**src/rtl/pc_redirect_ctrl_pkg.sv**
```systemverilog
// Shared encodings for the PC redirect controller: FSM states, request kind
// and the default recovery window.
package pc_redirect_ctrl_pkg;

    typedef enum logic [1:0] {
        ST_IDLE    = 2'd0,
        ST_HOLD    = 2'd1,
        ST_FLUSH   = 2'd2,
        ST_RECOVER = 2'd3
    } state_t;

    typedef enum logic {
        KIND_MIS = 1'b0,
        KIND_EXC = 1'b1
    } kind_t;

    localparam int DEFAULT_RECOVER_CYCLES = 2;
    localparam int CNT_WIDTH              = 4;

endpackage

```
**src/rtl/pc_redirect_ctrl_pending.sv**
```systemverilog
// Pending redirect register with the exception/misprediction merge rules.
// An exception always overwrites; a misprediction only fills an empty slot,
// only with the current epoch, and never while the FSM is flushing.
module pc_redirect_ctrl_pending
    import pc_redirect_ctrl_pkg::*;
#(
    parameter int ADDR_WIDTH = 32
) (
    input  logic                  clk,
    input  logic                  rst,
    input  logic                  exc_valid,
    input  logic [ADDR_WIDTH-1:0] exc_target,
    input  logic                  mis_valid,
    input  logic                  mis_epoch,
    input  logic [ADDR_WIDTH-1:0] mis_target,
    input  logic [ADDR_WIDTH-1:0] mis_inst_pc,
    input  logic                  epoch,
    input  logic                  mis_allow,
    input  logic                  clear,
    output logic                  capture,
    output logic                  valid,
    output logic                  is_branch,
    output logic [ADDR_WIDTH-1:0] target,
    output logic [ADDR_WIDTH-1:0] inst_pc
);

    kind_t kind;
    logic  mis_ok;

    // A misprediction is taken only into an empty slot; exception beats it.
    assign mis_ok    = mis_valid && (mis_epoch == epoch) && mis_allow && !valid && !exc_valid;
    assign capture   = exc_valid || mis_ok;
    assign is_branch = (kind == KIND_MIS);

    // Pending slot update: exception overwrite, misprediction fill, or clear after flush.
    always_ff @(posedge clk or posedge rst) begin
        if (rst) begin
            valid   <= 1'b0;
            kind    <= KIND_EXC;
            target  <= '0;
            inst_pc <= '0;
        end else if (exc_valid) begin
            valid  <= 1'b1;
            kind   <= KIND_EXC;
            target <= exc_target;
        end else if (mis_ok) begin
            valid   <= 1'b1;
            kind    <= KIND_MIS;
            target  <= mis_target;
            inst_pc <= mis_inst_pc;
        end else if (clear) begin
            valid <= 1'b0;
        end
    end

endmodule

```
**src/rtl/pc_redirect_ctrl.sv**
```systemverilog
// Front-end redirect sequencer: holds a pending redirect until fetch can
// accept it, pulses flush for one cycle, stalls for a recovery window and
// flips the fetch epoch so wrong-path mispredictions are ignored.
module pc_redirect_ctrl
    import pc_redirect_ctrl_pkg::*;
#(
    parameter int ADDR_WIDTH     = 32,
    parameter int RECOVER_CYCLES = DEFAULT_RECOVER_CYCLES
) (
    input  logic                  clk,
    input  logic                  rst,
    input  logic                  exc_valid,
    input  logic [ADDR_WIDTH-1:0] exc_target,
    input  logic                  mis_valid,
    input  logic                  mis_epoch,
    input  logic [ADDR_WIDTH-1:0] mis_target,
    input  logic [ADDR_WIDTH-1:0] mis_inst_pc,
    input  logic                  fetch_ready,
    input  logic                  stall_req,
    output logic                  flush,
    output logic                  stall,
    output logic [ADDR_WIDTH-1:0] redirect_pc,
    output logic                  redirect_is_branch,
    output logic [ADDR_WIDTH-1:0] redirect_inst_pc,
    output logic                  epoch,
    output logic                  busy
);

    localparam logic [CNT_WIDTH-1:0] RC_INIT =
        (RECOVER_CYCLES > 0) ? CNT_WIDTH'(RECOVER_CYCLES - 1) : '0;

    state_t               state;
    logic [CNT_WIDTH-1:0] cnt;
    logic                 capture;
    logic                 pend_valid;

    // The redirect outputs are the pending register itself, so they track
    // overwrites during HOLD and keep their last value once the slot clears.
    pc_redirect_ctrl_pending #(
        .ADDR_WIDTH (ADDR_WIDTH)
    ) u_pending (
        .clk         (clk),
        .rst         (rst),
        .exc_valid   (exc_valid),
        .exc_target  (exc_target),
        .mis_valid   (mis_valid),
        .mis_epoch   (mis_epoch),
        .mis_target  (mis_target),
        .mis_inst_pc (mis_inst_pc),
        .epoch       (epoch),
        .mis_allow   (state != ST_FLUSH),
        .clear       (state == ST_FLUSH),
        .capture     (capture),
        .valid       (pend_valid),
        .is_branch   (redirect_is_branch),
        .target      (redirect_pc),
        .inst_pc     (redirect_inst_pc)
    );

    assign flush = (state == ST_FLUSH);
    assign busy  = (state != ST_IDLE);
    assign stall = busy || stall_req;

    // Redirect FSM with recovery counter and epoch flop.
    always_ff @(posedge clk or posedge rst) begin
        if (rst) begin
            state <= ST_IDLE;
            cnt   <= '0;
            epoch <= 1'b0;
        end else begin
            case (state)
                ST_IDLE: begin
                    if (capture) state <= ST_HOLD;
                end
                ST_HOLD: begin
                    if (fetch_ready) state <= ST_FLUSH;
                end
                ST_FLUSH: begin
                    epoch <= ~epoch;
                    if (RECOVER_CYCLES > 0) begin
                        state <= ST_RECOVER;
                        cnt   <= RC_INIT;
                    end else if (exc_valid) begin
                        // Only an exception taken this cycle survives the clear.
                        state <= ST_HOLD;
                    end else begin
                        state <= ST_IDLE;
                    end
                end
                ST_RECOVER: begin
                    if (cnt == '0) begin
                        state <= (pend_valid || capture) ? ST_HOLD : ST_IDLE;
                    end else begin
                        cnt <= cnt - 1'b1;
                    end
                end
                default: state <= ST_IDLE;
            endcase
        end
    end

endmodule

```
**config.mk**
```make
export PLATFORM = sky130hd
export DESIGN_NAME = pc_redirect_ctrl
export DESIGN_NICKNAME = d
export VERILOG_FILES = /design/src/rtl/pc_redirect_ctrl_pkg.sv /design/src/rtl/pc_redirect_ctrl_pending.sv /design/src/rtl/pc_redirect_ctrl.sv
export SDC_FILE = /design/constraint.sdc
export NUM_CORES = 1
export LEC_CHECK = 0
export ABC_CLOCK_PERIOD_IN_PS = 3100
export CAP_MARGIN = 15
export CORE_MARGIN = 5
export CORE_UTILIZATION = 30
export DETAILED_ROUTE_END_ITERATION = 10
export RECOVER_POWER = 100
export SLEW_MARGIN = 10
export SYNTH_ARGS = -nofsm -noshare
export SYNTH_HDL_FRONTEND = slang
export SYNTH_SLANG_ARGS = --single-unit
export TNS_END_PERCENT = 100
```
**constraint.sdc**
```tcl
create_clock -name clk -period 3.1 [get_ports clk]
set_clock_uncertainty 0.05 [all_clocks]
set_input_delay 0.62 -clock clk [delete_from_list [all_inputs] [get_ports clk]]
set_output_delay 0.62 -clock clk [all_outputs]
set_load 0.01 [all_outputs]
```
==> metrics.yaml <==
outcome:
  outcome: "finished, violations left"
  violations: "capacitance limit, slew limit"
cts:
  htreeDepth: 3
  hold_buffers: 0
  root_buffer: "clkbuf_16"
  postCtsSetupRepairBufs: 0
  cts_buffers: 9
  clock_path_buffers: 2
  cts_sinks: 73
  tritoncts: "done"
  cts.clk_slew.worst_paths_ps: 60
  cts-resized-gates: 0
  insertion_delay_ps: 320
critical_path:
  slowest_delay_ps: 760
  cp.arrival_ps: 2920
  cp-start-kind: "flip-flop"
  path_class: "reg2reg"
  cp_cell_sequence: "inv_1, ha_1, or4_2, nor2_8, clkbuf_4, mux2_4"
  crit_required_ps: 3250
  crit_buf_inv: 2
  cp_max_fo: 21
  cp_slowest_cell: "or4_2"
  cp_top_family: "simple AND/OR/NAND/NOR gates"
  end_kind: "flip-flop"
yosys:
  syn_inst: 266
  ys_types: 31
  yosys.area_share.simple_pct: 6.61
  synth_compound_area_share_pct: 7.62
  synthTopCellsByArea: "dfrtp_1, mux2_4, mux2i_1"
  synth_top_area_cell: "dfrtp_1"
  synth_top_family_by_area: "multiplexers"
  synth-seq-cells: 73
  yosysWarningCount: 0
  ys_seq_area_share_pct: 54.3
  synth_area_mm2: 0.00337
  synth_top_cell_area_share_pct: 53.5
  synth_xor_xnor_area_share_pct: 0.780
  synth_area_per_cell_um2: 12.7
  synthAdderAreaFrac_pct: 2.23
  muxShareOfSynthArea_pct: 23.9
  syn_nets: 375
place:
  io_buffers: 171
  dp_cells: 569
  gp_congestion: 0.769
  hpwl_um: 6870
timing:
  timing_hold_violations_final: 0
  finalCritPeriodShare_pct: 89.3
  fin_setup_tns_ps: 0
  min_period_ps: 2770
  drv_slew: 74
  worst_pin_slew_ps: 1830
  slew_headroom_pct: -22.0
  rsz0062_at_grt: "no"
  max_freq_ghz: 0.361
  setup-violations-final: 0
global_routing:
  overflow: 0
  grt_pass1_vias: 2753
  grt_pass1_wl_um: 14100
  antenna_found_initial: 0
  grt.total_usage_pct: 13.4
  grt_start_max_net_pins: 74
route:
  vias: 2611
  drtPass1Iterations: 4
  vias_per_cell: 4.46
  wl_um: 9120
  ant_nets: 0
  drt_iter0_drc: 70
  drcViolationCount: 0
  drt-wirelength-per-cell_um: 15.6
finish:
  syn2layout_area_growth_pct: 61.3
  n_fill_cell: 1010
  fin_cells: 585
  drive_gt1_share_pct: 11.2
  nets: 549
  antenna_cells: 0
pwr:
  leakage_nw: 2.59
  p_int_mw: 2.76
  cellPowerDensity_mw_per_mm2: 725
  p_clk_share_pct: 25.7
  swShare_pct: 29.9
  p_comb_share_pct: 37.6
  max-vdd-ir-drop_mv: 0.328
  netSwitchingPower_mw: 1.18
  sequentialPowerShare_pct: 36.6
floorplan:
  chipHeight_um: 116
  die_x_um: 116
  core-area_mm2: 0.0109
  placementRows: 38
  die-area_mm2: 0.0134
  start_util_pct: 30.8
  ios: 172
min_path:
  min_path_type: "reg2reg"
job:
  cap_violations: 1
## synth_stat cells
cell and count:
dfrtp_1 72, nand2_1 35, o21ai_0 35, mux2i_1 32, mux2_4 30, inv_1 10, clkbuf_1 7, ha_1 6
a21oi_1 3, buf_12 3, mux2_2 3, nand2b_1 3, nor3_1 3, xor2_1 3, buf_4 2, nand3_1 2
nor2_1 2, nor2b_1 2, a211oi_2 1, a21o_1 1, a31oi_1 1, a41oi_1 1, buf_2 1, buf_6 1
dfstp_2 1, nor2_8 1, o211ai_1 1, o21a_1 1, o31ai_1 1, o41ai_1 1, or4_1 1
## stage by stage
step / power, mW / cell area [um2] / hold slack (ps) / utilization (%) / setup slack [ps]
after global placement: 3.09 / 5200 / 447 / 47.6 / 265
final: 3.94 / 5430 / 438 / 49.7 / 331
after floorplan: 2.27 / 3370 / 417 / - / 578
after detailed placement: 3.13 / 5200 / 445 / 47.6 / 247
after CTS: 4.19 / 5500 / 458 / 50.3 / 530
after global routing: 4.20 / 5430 / 467 / 49.7 / 220
## worst paths after layout
| path | start | to | slack, ps | cells after the start |
|---|---|---|---|---|
| max | state[0] | u_pending.inst_pc[17] | 330 | 6 |
| min | u_pending.inst_pc[27] | u_pending.inst_pc[27] | 440 | 1 |
| max reg2reg | state[0] | u_pending.inst_pc[17] | 330 | 6 |
| min reg2reg | u_pending.inst_pc[27] | u_pending.inst_pc[27] | 440 | 1 |
| max in group asynchronous | rst | u_pending.inst_pc[1] | 700 | 3 |
| min in group asynchronous | rst | u_pending.target[16] | 1180 | 3 |
## area by class of cell
class | instances | area (um2) | area share [%]
multi-input cells | 169 | 1360 | 24.9
clock inverters | 7 | 71.3 | 1.31
flip-flops and latches | 73 | 1830 | 33.6
inverters | 10 | 37.5 | 0.691
clock buffers | 9 | 225 | 4.14
repair buffers | 177 | 1740 | 32.1
well taps | 140 | 175 | 3.22
## power by group through the flow
stage / sequential [mW] / combinational, mW / clock, mW
after floorplan: 1.57 / 0.700 / 0
after global routing: 1.49 / 1.61 / 1.09
final: 1.44 / 1.48 / 1.01
after detailed placement: 1.47 / 1.66 / 0
after CTS: 1.46 / 1.67 / 1.06
after global placement: 1.47 / 1.62 / 0
## metal layers
metal / global-route usage (%) / vias to the layer above / wire, um
li1: - / 1271 / -
met1: 17.3 / 1214 / 3900
met2: 20.6 / 117 / 4180
met3: 5.01 / 9 / 935
met4: 5.10 / 0 / 110
met5: 0 / - / 0
## cells by family after synthesis
| group | after synthesis |
|---|---|
| flip-flops | 73 |
| multiplexers | 65 |
| AND/OR/NAND/NOR | 49 |
| AO/OA/AOI/OAI | 46 |
| buffers and inverters | 24 |
| adder cells (fa/ha/maj) | 6 |
| XOR/XNOR | 3 |
## cell usage in the layout, fill, tap and decap left out, types with 2 or more instances in the layout
master             n
clkdlybuf4s50_1  101
dfrtp_1           72
dlygate4sd3_1     69
nand2_1           35
o21ai_0           35
mux2i_1           32
mux2_4            23
inv_1              9
clkbuf_16          9
mux2_1             7
ha_1               6
xor2_1             3
nand2b_1           3
nor3_1             3
mux2_2             3
a21oi_1            3
clkinvlp_4         3
nor2_1             2
nor2b_1            2
nand3_1            2
clkinv_2           2
clkbuf_1           2
buf_4              2
## registers in the layout, summed over array words and instances, names as in the netlist
name,count
state,2
u_pending.kind,1
u_pending.valid,1
cnt,4
u_pending.target,32
u_pending.inst_pc,32
epoch,1
(Power assumes the default switching activity.)
